**src/rtl/register_file_if.sv**
```systemverilog
// rtl/register_file_if.sv - ID/WB-side bus bundle for the register file
interface register_file_if #(
  parameter int DATA_W = 32,
  parameter int PC_W   = 8
);
  logic [3:0]        ra_addr;
  logic [3:0]        rb_addr;
  logic [3:0]        rd_addr;
  logic [DATA_W-1:0] ra_data;
  logic [DATA_W-1:0] rb_data;
  logic [DATA_W-1:0] rd_data;
  logic [PC_W-1:0]   pc_in;
  logic              wb_we;
  logic [3:0]        wb_addr;
  logic [DATA_W-1:0] wb_data;
  logic              lk_we;
  logic [PC_W-1:0]   lk_data;
  logic              pc_wr_req;
  logic [PC_W-1:0]   pc_wr_target;

  // Pipeline side: issues addresses, write-back and link traffic.
  modport master (
    output ra_addr, rb_addr, rd_addr, pc_in,
    output wb_we, wb_addr, wb_data, lk_we, lk_data,
    input  ra_data, rb_data, rd_data, pc_wr_req, pc_wr_target
  );

  // Register file side.
  modport slave (
    input  ra_addr, rb_addr, rd_addr, pc_in,
    input  wb_we, wb_addr, wb_data, lk_we, lk_data,
    output ra_data, rb_data, rd_data, pc_wr_req, pc_wr_target
  );
endinterface

```
**src/rtl/register_file.sv**
```systemverilog
// rtl/register_file.sv - 16x32 ARM-style register file with write-before-read bypass and R15 redirect
module register_file #(
  parameter int DATA_W   = 32,
  parameter int PC_W     = 8,
  parameter int LINK_REG = 14
) (
  input logic            clk,
  input logic            R,
  register_file_if.slave bus
);

  // R0..R14 only; R15 is the PC and has no storage here.
  logic [DATA_W-1:0] regs_q [0:14];
  logic [DATA_W-1:0] regs_d [0:14];
  logic [DATA_W-1:0] vis    [0:15];
  logic              pc_req_q, pc_req_d;
  logic [PC_W-1:0]   pc_tgt_q, pc_tgt_d;
  logic [DATA_W-1:0] lk_ext;
  logic [DATA_W-1:0] pc_ext;

  assign lk_ext = {{(DATA_W-PC_W){1'b0}}, bus.lk_data};
  assign pc_ext = {{(DATA_W-PC_W){1'b0}}, bus.pc_in};

  // Next register contents: WB first, link applied last so it wins on R14.
  always_comb begin
    regs_d = regs_q;
    for (int i = 0; i < 15; i++) begin
      if (bus.wb_we && bus.wb_addr == 4'(i)) begin
        regs_d[i] = bus.wb_data;
      end
    end
    if (bus.lk_we) begin
      regs_d[LINK_REG] = lk_ext;
    end
  end

  // Read view: the next-state value is exactly the bypassed value; forced to 0 while in reset.
  always_comb begin
    for (int i = 0; i < 15; i++) begin
      vis[i] = R ? regs_d[i] : '0;
    end
    vis[15] = pc_ext;
  end

  assign bus.ra_data = vis[bus.ra_addr];
  assign bus.rb_data = vis[bus.rb_addr];
  assign bus.rd_data = vis[bus.rd_addr];

  // Redirect request: one-cycle pulse per R15 write, target held between writes.
  always_comb begin
    pc_req_d = bus.wb_we && (bus.wb_addr == 4'd15);
    pc_tgt_d = pc_req_d ? bus.wb_data[PC_W-1:0] : pc_tgt_q;
  end

  // State update with asynchronous active-low reset.
  always_ff @(posedge clk or negedge R) begin
    if (!R) begin
      for (int i = 0; i < 15; i++) begin
        regs_q[i] <= '0;
      end
      pc_req_q <= 1'b0;
      pc_tgt_q <= '0;
    end else begin
      regs_q   <= regs_d;
      pc_req_q <= pc_req_d;
      pc_tgt_q <= pc_tgt_d;
    end
  end

  assign bus.pc_wr_req    = pc_req_q;
  assign bus.pc_wr_target = pc_tgt_q;

endmodule

```
**src/flat_wrapper.sv**
```systemverilog
// flat-port wrapper written by rule: the top's interface ports become plain ports
module register_file_flat 
#(
  parameter int DATA_W   = 32,
  parameter int PC_W     = 8,
  parameter int LINK_REG = 14
)
  (clk, R, bus_ra_addr, bus_rb_addr, bus_rd_addr, bus_pc_in, bus_wb_we, bus_wb_addr, bus_wb_data, bus_lk_we, bus_lk_data, bus_ra_data, bus_rb_data, bus_rd_data, bus_pc_wr_req, bus_pc_wr_target);
  register_file_if #(.DATA_W(DATA_W), .PC_W(PC_W)) bus_i ();
  input logic clk;
  input logic R;
  input wire logic [$bits(bus_i.ra_addr)-1:0] bus_ra_addr;
  input wire logic [$bits(bus_i.rb_addr)-1:0] bus_rb_addr;
  input wire logic [$bits(bus_i.rd_addr)-1:0] bus_rd_addr;
  input wire logic [$bits(bus_i.pc_in)-1:0] bus_pc_in;
  input wire logic [$bits(bus_i.wb_we)-1:0] bus_wb_we;
  input wire logic [$bits(bus_i.wb_addr)-1:0] bus_wb_addr;
  input wire logic [$bits(bus_i.wb_data)-1:0] bus_wb_data;
  input wire logic [$bits(bus_i.lk_we)-1:0] bus_lk_we;
  input wire logic [$bits(bus_i.lk_data)-1:0] bus_lk_data;
  output wire logic [$bits(bus_i.ra_data)-1:0] bus_ra_data;
  output wire logic [$bits(bus_i.rb_data)-1:0] bus_rb_data;
  output wire logic [$bits(bus_i.rd_data)-1:0] bus_rd_data;
  output wire logic [$bits(bus_i.pc_wr_req)-1:0] bus_pc_wr_req;
  output wire logic [$bits(bus_i.pc_wr_target)-1:0] bus_pc_wr_target;
  assign bus_i.ra_addr = bus_ra_addr;
  assign bus_i.rb_addr = bus_rb_addr;
  assign bus_i.rd_addr = bus_rd_addr;
  assign bus_i.pc_in = bus_pc_in;
  assign bus_i.wb_we = bus_wb_we;
  assign bus_i.wb_addr = bus_wb_addr;
  assign bus_i.wb_data = bus_wb_data;
  assign bus_i.lk_we = bus_lk_we;
  assign bus_i.lk_data = bus_lk_data;
  assign bus_ra_data = bus_i.ra_data;
  assign bus_rb_data = bus_i.rb_data;
  assign bus_rd_data = bus_i.rd_data;
  assign bus_pc_wr_req = bus_i.pc_wr_req;
  assign bus_pc_wr_target = bus_i.pc_wr_target;
  register_file #(.DATA_W(DATA_W), .PC_W(PC_W), .LINK_REG(LINK_REG)) u_core (.clk(clk), .R(R), .bus(bus_i));
endmodule
```
**config.mk**
```make
export PLATFORM = sky130hd
export DESIGN_NAME = register_file_flat
export DESIGN_NICKNAME = d
export VERILOG_FILES = /design/src/rtl/register_file_if.sv /design/src/rtl/register_file.sv /design/src/flat_wrapper.sv
export SDC_FILE = /design/constraint.sdc
export NUM_CORES = 2
export LEC_CHECK = 0
export ABC_AREA = 0
export BUFFER_PORTS_ARGS = -buffer_cell sky130_fd_sc_hd__buf_4
export CAP_MARGIN = 40
export CORE_MARGIN = 3
export CORE_UTILIZATION = 50
export CTS_CLUSTER_DIAMETER = 30
export DETAILED_ROUTE_END_ITERATION = 8
export PLACE_DENSITY = 0.65
export RECOVER_POWER = 50
export SLEW_MARGIN = 30
export SYNTH_ARGS = -nofsm -noshare
export SYNTH_HDL_FRONTEND = slang
export SYNTH_SLANG_ARGS = --single-unit
```
**constraint.sdc**
```tcl
create_clock -name clk -period 2.9 [get_ports clk]
set_input_delay 0.29 -clock clk [delete_from_list [all_inputs] [get_ports clk]]
set_output_delay 0.29 -clock clk [all_outputs]
set_load 0.05 [all_outputs]
```
==> results.yml <==
final_layout:
  fin_cells: 4795
  mostFrequentLayoutCell: "dfrtp_1"
  drive_gt1_share_pct: 29.8
  area_growth_pct: 35.8
  nNetsFinal: 3912
  final_cell_mix: "487 x dfrtp_1, 455 x buf_4, 400 x o21ai_0"
  design_area_mm2: 0.0427
synth:
  synth_top_flop_cell: "dfrtp_1"
  netlist_area_mm2: 0.0315
  ys.warnings.count: 0
  synthArstFlopShare_pct: 100
  avgSynthCellArea_um2: 9.09
  seq_area_frac_synth_pct: 38.9
  synth_cells: 3459
  synth_edf_count: 0
  syn_nets: 3527
  synth_cell_types: 72
  synth-seq-cells: 489
die:
  ios: 173
  placementRows: 91
  start_util_pct: 50.8
  die_h_um: 257
  fp.dieW_um: 257
  die_area_mm2: 0.0659
  coreArea_mm2: 0.0619
sta:
  worst_slew_pin_slew_ns: 1.87
  maxSlewViolCount: 52
  finalCriticalPeriod_ns: 2.96
  hold_violations: 0
  setup_slack_ns: -0.0579
  setup_viol: 14
  slew_headroom_pct: -24.4
  rsz0062_at_grt: "true"
  hold_slack_ns: 0.0273
  timing.fmax_mhz: 338
  timing.final.crit_share_pct: 102
  fin_skew_ns: 0
global_route:
  grt_pass1_wl_um: 247000
  grt-ovfl-total: 0
  grt_pass1_vias: 35995
  grt.total_usage_pct: 50.9
  grt_max_degree: 166
  antenna_found_initial: 10
clocking:
  cts_root_buffer: "clkbuf_16"
  htreeDepth: 4
  clock_path_buffers: 3
  clock_latency_ns: 0.72
  tritoncts: "yes"
  cts_sinks: 489
  cts_buffers: 133
  clkSlewWorstSetupHoldPaths_ns: 0.05
setup_path:
  worstSetupPathType: "input port to output port"
  path_buf_inv: 7
  required_ns: 2.61
  cpPeakStageDelay_ns: 0.46
  crit_family: "buffers and inverters"
  cp.arrival_ns: 2.67
  timing.critical_path.slowest_stage_cell: "o211ai_1"
  cp_max_fo: 9
  cp-start-kind: "input port"
  end_kind: "output port"
  cp_common_cell: "buf_12"
  path_cells: "buf_4, buf_4, nand2b_1, buf_6, buf_12, o21ai_4, buf_12, buf_12, o221ai_1, o211ai_1, a32o_2, buf_8"
placed_design:
  gp_congestion: 1.00
  dpl-instance-area_mm2: 0.0369
  dp.cells: 4482
  dpl.hpwl_um: 111000
  portBuffers: 172
min_path:
  hp-class: "input port to flop"
drt:
  drt-total-wl_um: 175000
  routedWlPerCell_um: 36.5
  dr.pass1.iters: 9
  via_per_inst: 7.71
  dr_total_vias: 36974
  drtIter0Drc: 6931
  ant_nets: 0
  drc: 17
outcome:
  status: "finished with violations"
  violations: "DRC, capacitance limit, slew limit, setup timing"
power:
  power_density_mw_per_mm2: 743
  leakage_nw: 17.9
  irDropWorstVdd_mv: 0.642
flow_run:
  cap_violations: 2
## layer usage
metal	GRT usage (%)	vias up	wire length, µm
li1	-	14326	-
met1	63.1	17646	61800
met2	71.4	3796	70500
met3	22.9	1200	28000
met4	33.0	6	14500
met5	0	-	69
## cells in the mapped netlist (16+ instances only)
library cell / number / area (µm²)
a32o_1: 24 / 240
dfrtp_1: 489 / 12200
mux2_2: 195 / 2200
nand2_1: 150 / 563
o311ai_0: 20 / 175
a221oi_1: 140 / 1230
a21oi_1: 67 / 335
a32oi_1: 22 / 193
nor3_1: 32 / 160
or3_1: 19 / 119
inv_1: 123 / 462
a22o_1: 35 / 307
o21ai_0: 422 / 2110
o22ai_1: 236 / 1480
buf_4: 33 / 248
o221a_2: 25 / 282
a31oi_1: 85 / 532
clkbuf_1: 305 / 1140
o221ai_1: 243 / 2130
mux2i_1: 144 / 1440
o21a_1: 16 / 120
o2bb2ai_1: 25 / 219
a22oi_1: 32 / 240
nor2_1: 199 / 747
o21ai_1: 85 / 425
buf_2: 76 / 380
## area by class of cell
| class | instances | area (µm²) |
|---|---|---|
| clock buffer | 179 | 3750 |
| fill | 4837 | 19200 |
| clock inverter | 63 | 766 |
| timing repair buffer | 683 | 6600 |
| antenna | 7 | 17.5 |
| tap | 837 | 1050 |
| inverter | 138 | 533 |
| multi-input combinational | 2398 | 17700 |
| sequential | 489 | 12200 |
| timing repair inverter | 1 | 5.00 |
## where the power goes
group / switching [mW] / internal (mW) / leakage, nW
registers: 1.02 / 8.28 / 6.10
clock network: 4.77 / 10.0 / 2.22
logic: 4.82 / 2.81 / 9.55
total: 10.6 / 21.1 / 17.9
## what timing repair did
action	CTS	global route
gates cloned	0	2
hold buffers	32	2
endpoints found under the setup margin	45	92
hold endpoints to repair	249	67
resized for setup	26	182
pin swaps	6	25
buffers inserted	3	24
## final timing paths
kind	depth (start not counted)	from	to	slack, ns
min	3	bus_wb_data[25]	u_core.regs_q[153]$_DFF_PN0_	0.03
max in group asynchronous	4	R	u_core.regs_q[167]$_DFF_PN0_	0.89
max	12	bus_wb_addr[1]	bus_rb_data[5]	-0.06
min reg2reg	1	u_core.bus.pc_wr_target[1]$_DFFE_PN0P_	u_core.bus.pc_wr_target[1]$_DFFE_PN0P_	0.51
min in group asynchronous	2	R	u_core.regs_q[70]$_DFF_PN0_	0.15
max reg2reg	3	u_core.regs_q[227]$_DFF_PN0_	u_core.regs_q[227]$_DFF_PN0_	1.79
## per-stage QoR
| stage | total power, mW | util (%) | TNS (ns) | worst slack [ns] |
|---|---|---|---|---|
| after floorplan | 13.2 | - | 0 | 0.0607 |
| after global placement | 16.1 | 59.5 | -1.32 | -0.116 |
| after detailed placement | 16.3 | 59.5 | -1.26 | -0.0976 |
| after CTS | 31.2 | 67.6 | -0.280 | -0.0656 |
| after global routing | 32.5 | 68.9 | -0.817 | -0.0717 |
| final | 31.7 | 68.9 | -0.395 | -0.0579 |
## state kept, by name, indices dropped and copies added (netlist names)
register,cells
u_core.regs_q,480
u_core.bus.pc_wr_target,8
u_core.bus.pc_wr_req,1
## worst register-to-register path, delay by kind of cell (launching register included)
family	cells	cell delay [ns]
buf+inv	1	0.08
flops	1	0.35
compound gates	2	0.54
## cell families (layout without fill, tap and decap cells)
family	after synthesis	count (layout)	share of synthesized area, %
mux	352	352	12.2
compound gates	1567	1567	34.4
xor+xnor	3	3	0.107
simple gates	476	476	6.77
buf+inv	572	1064	7.67
other cells	0	7	0
flops	489	489	38.9
No activity file was read; power rests on OpenSTA's default activity.
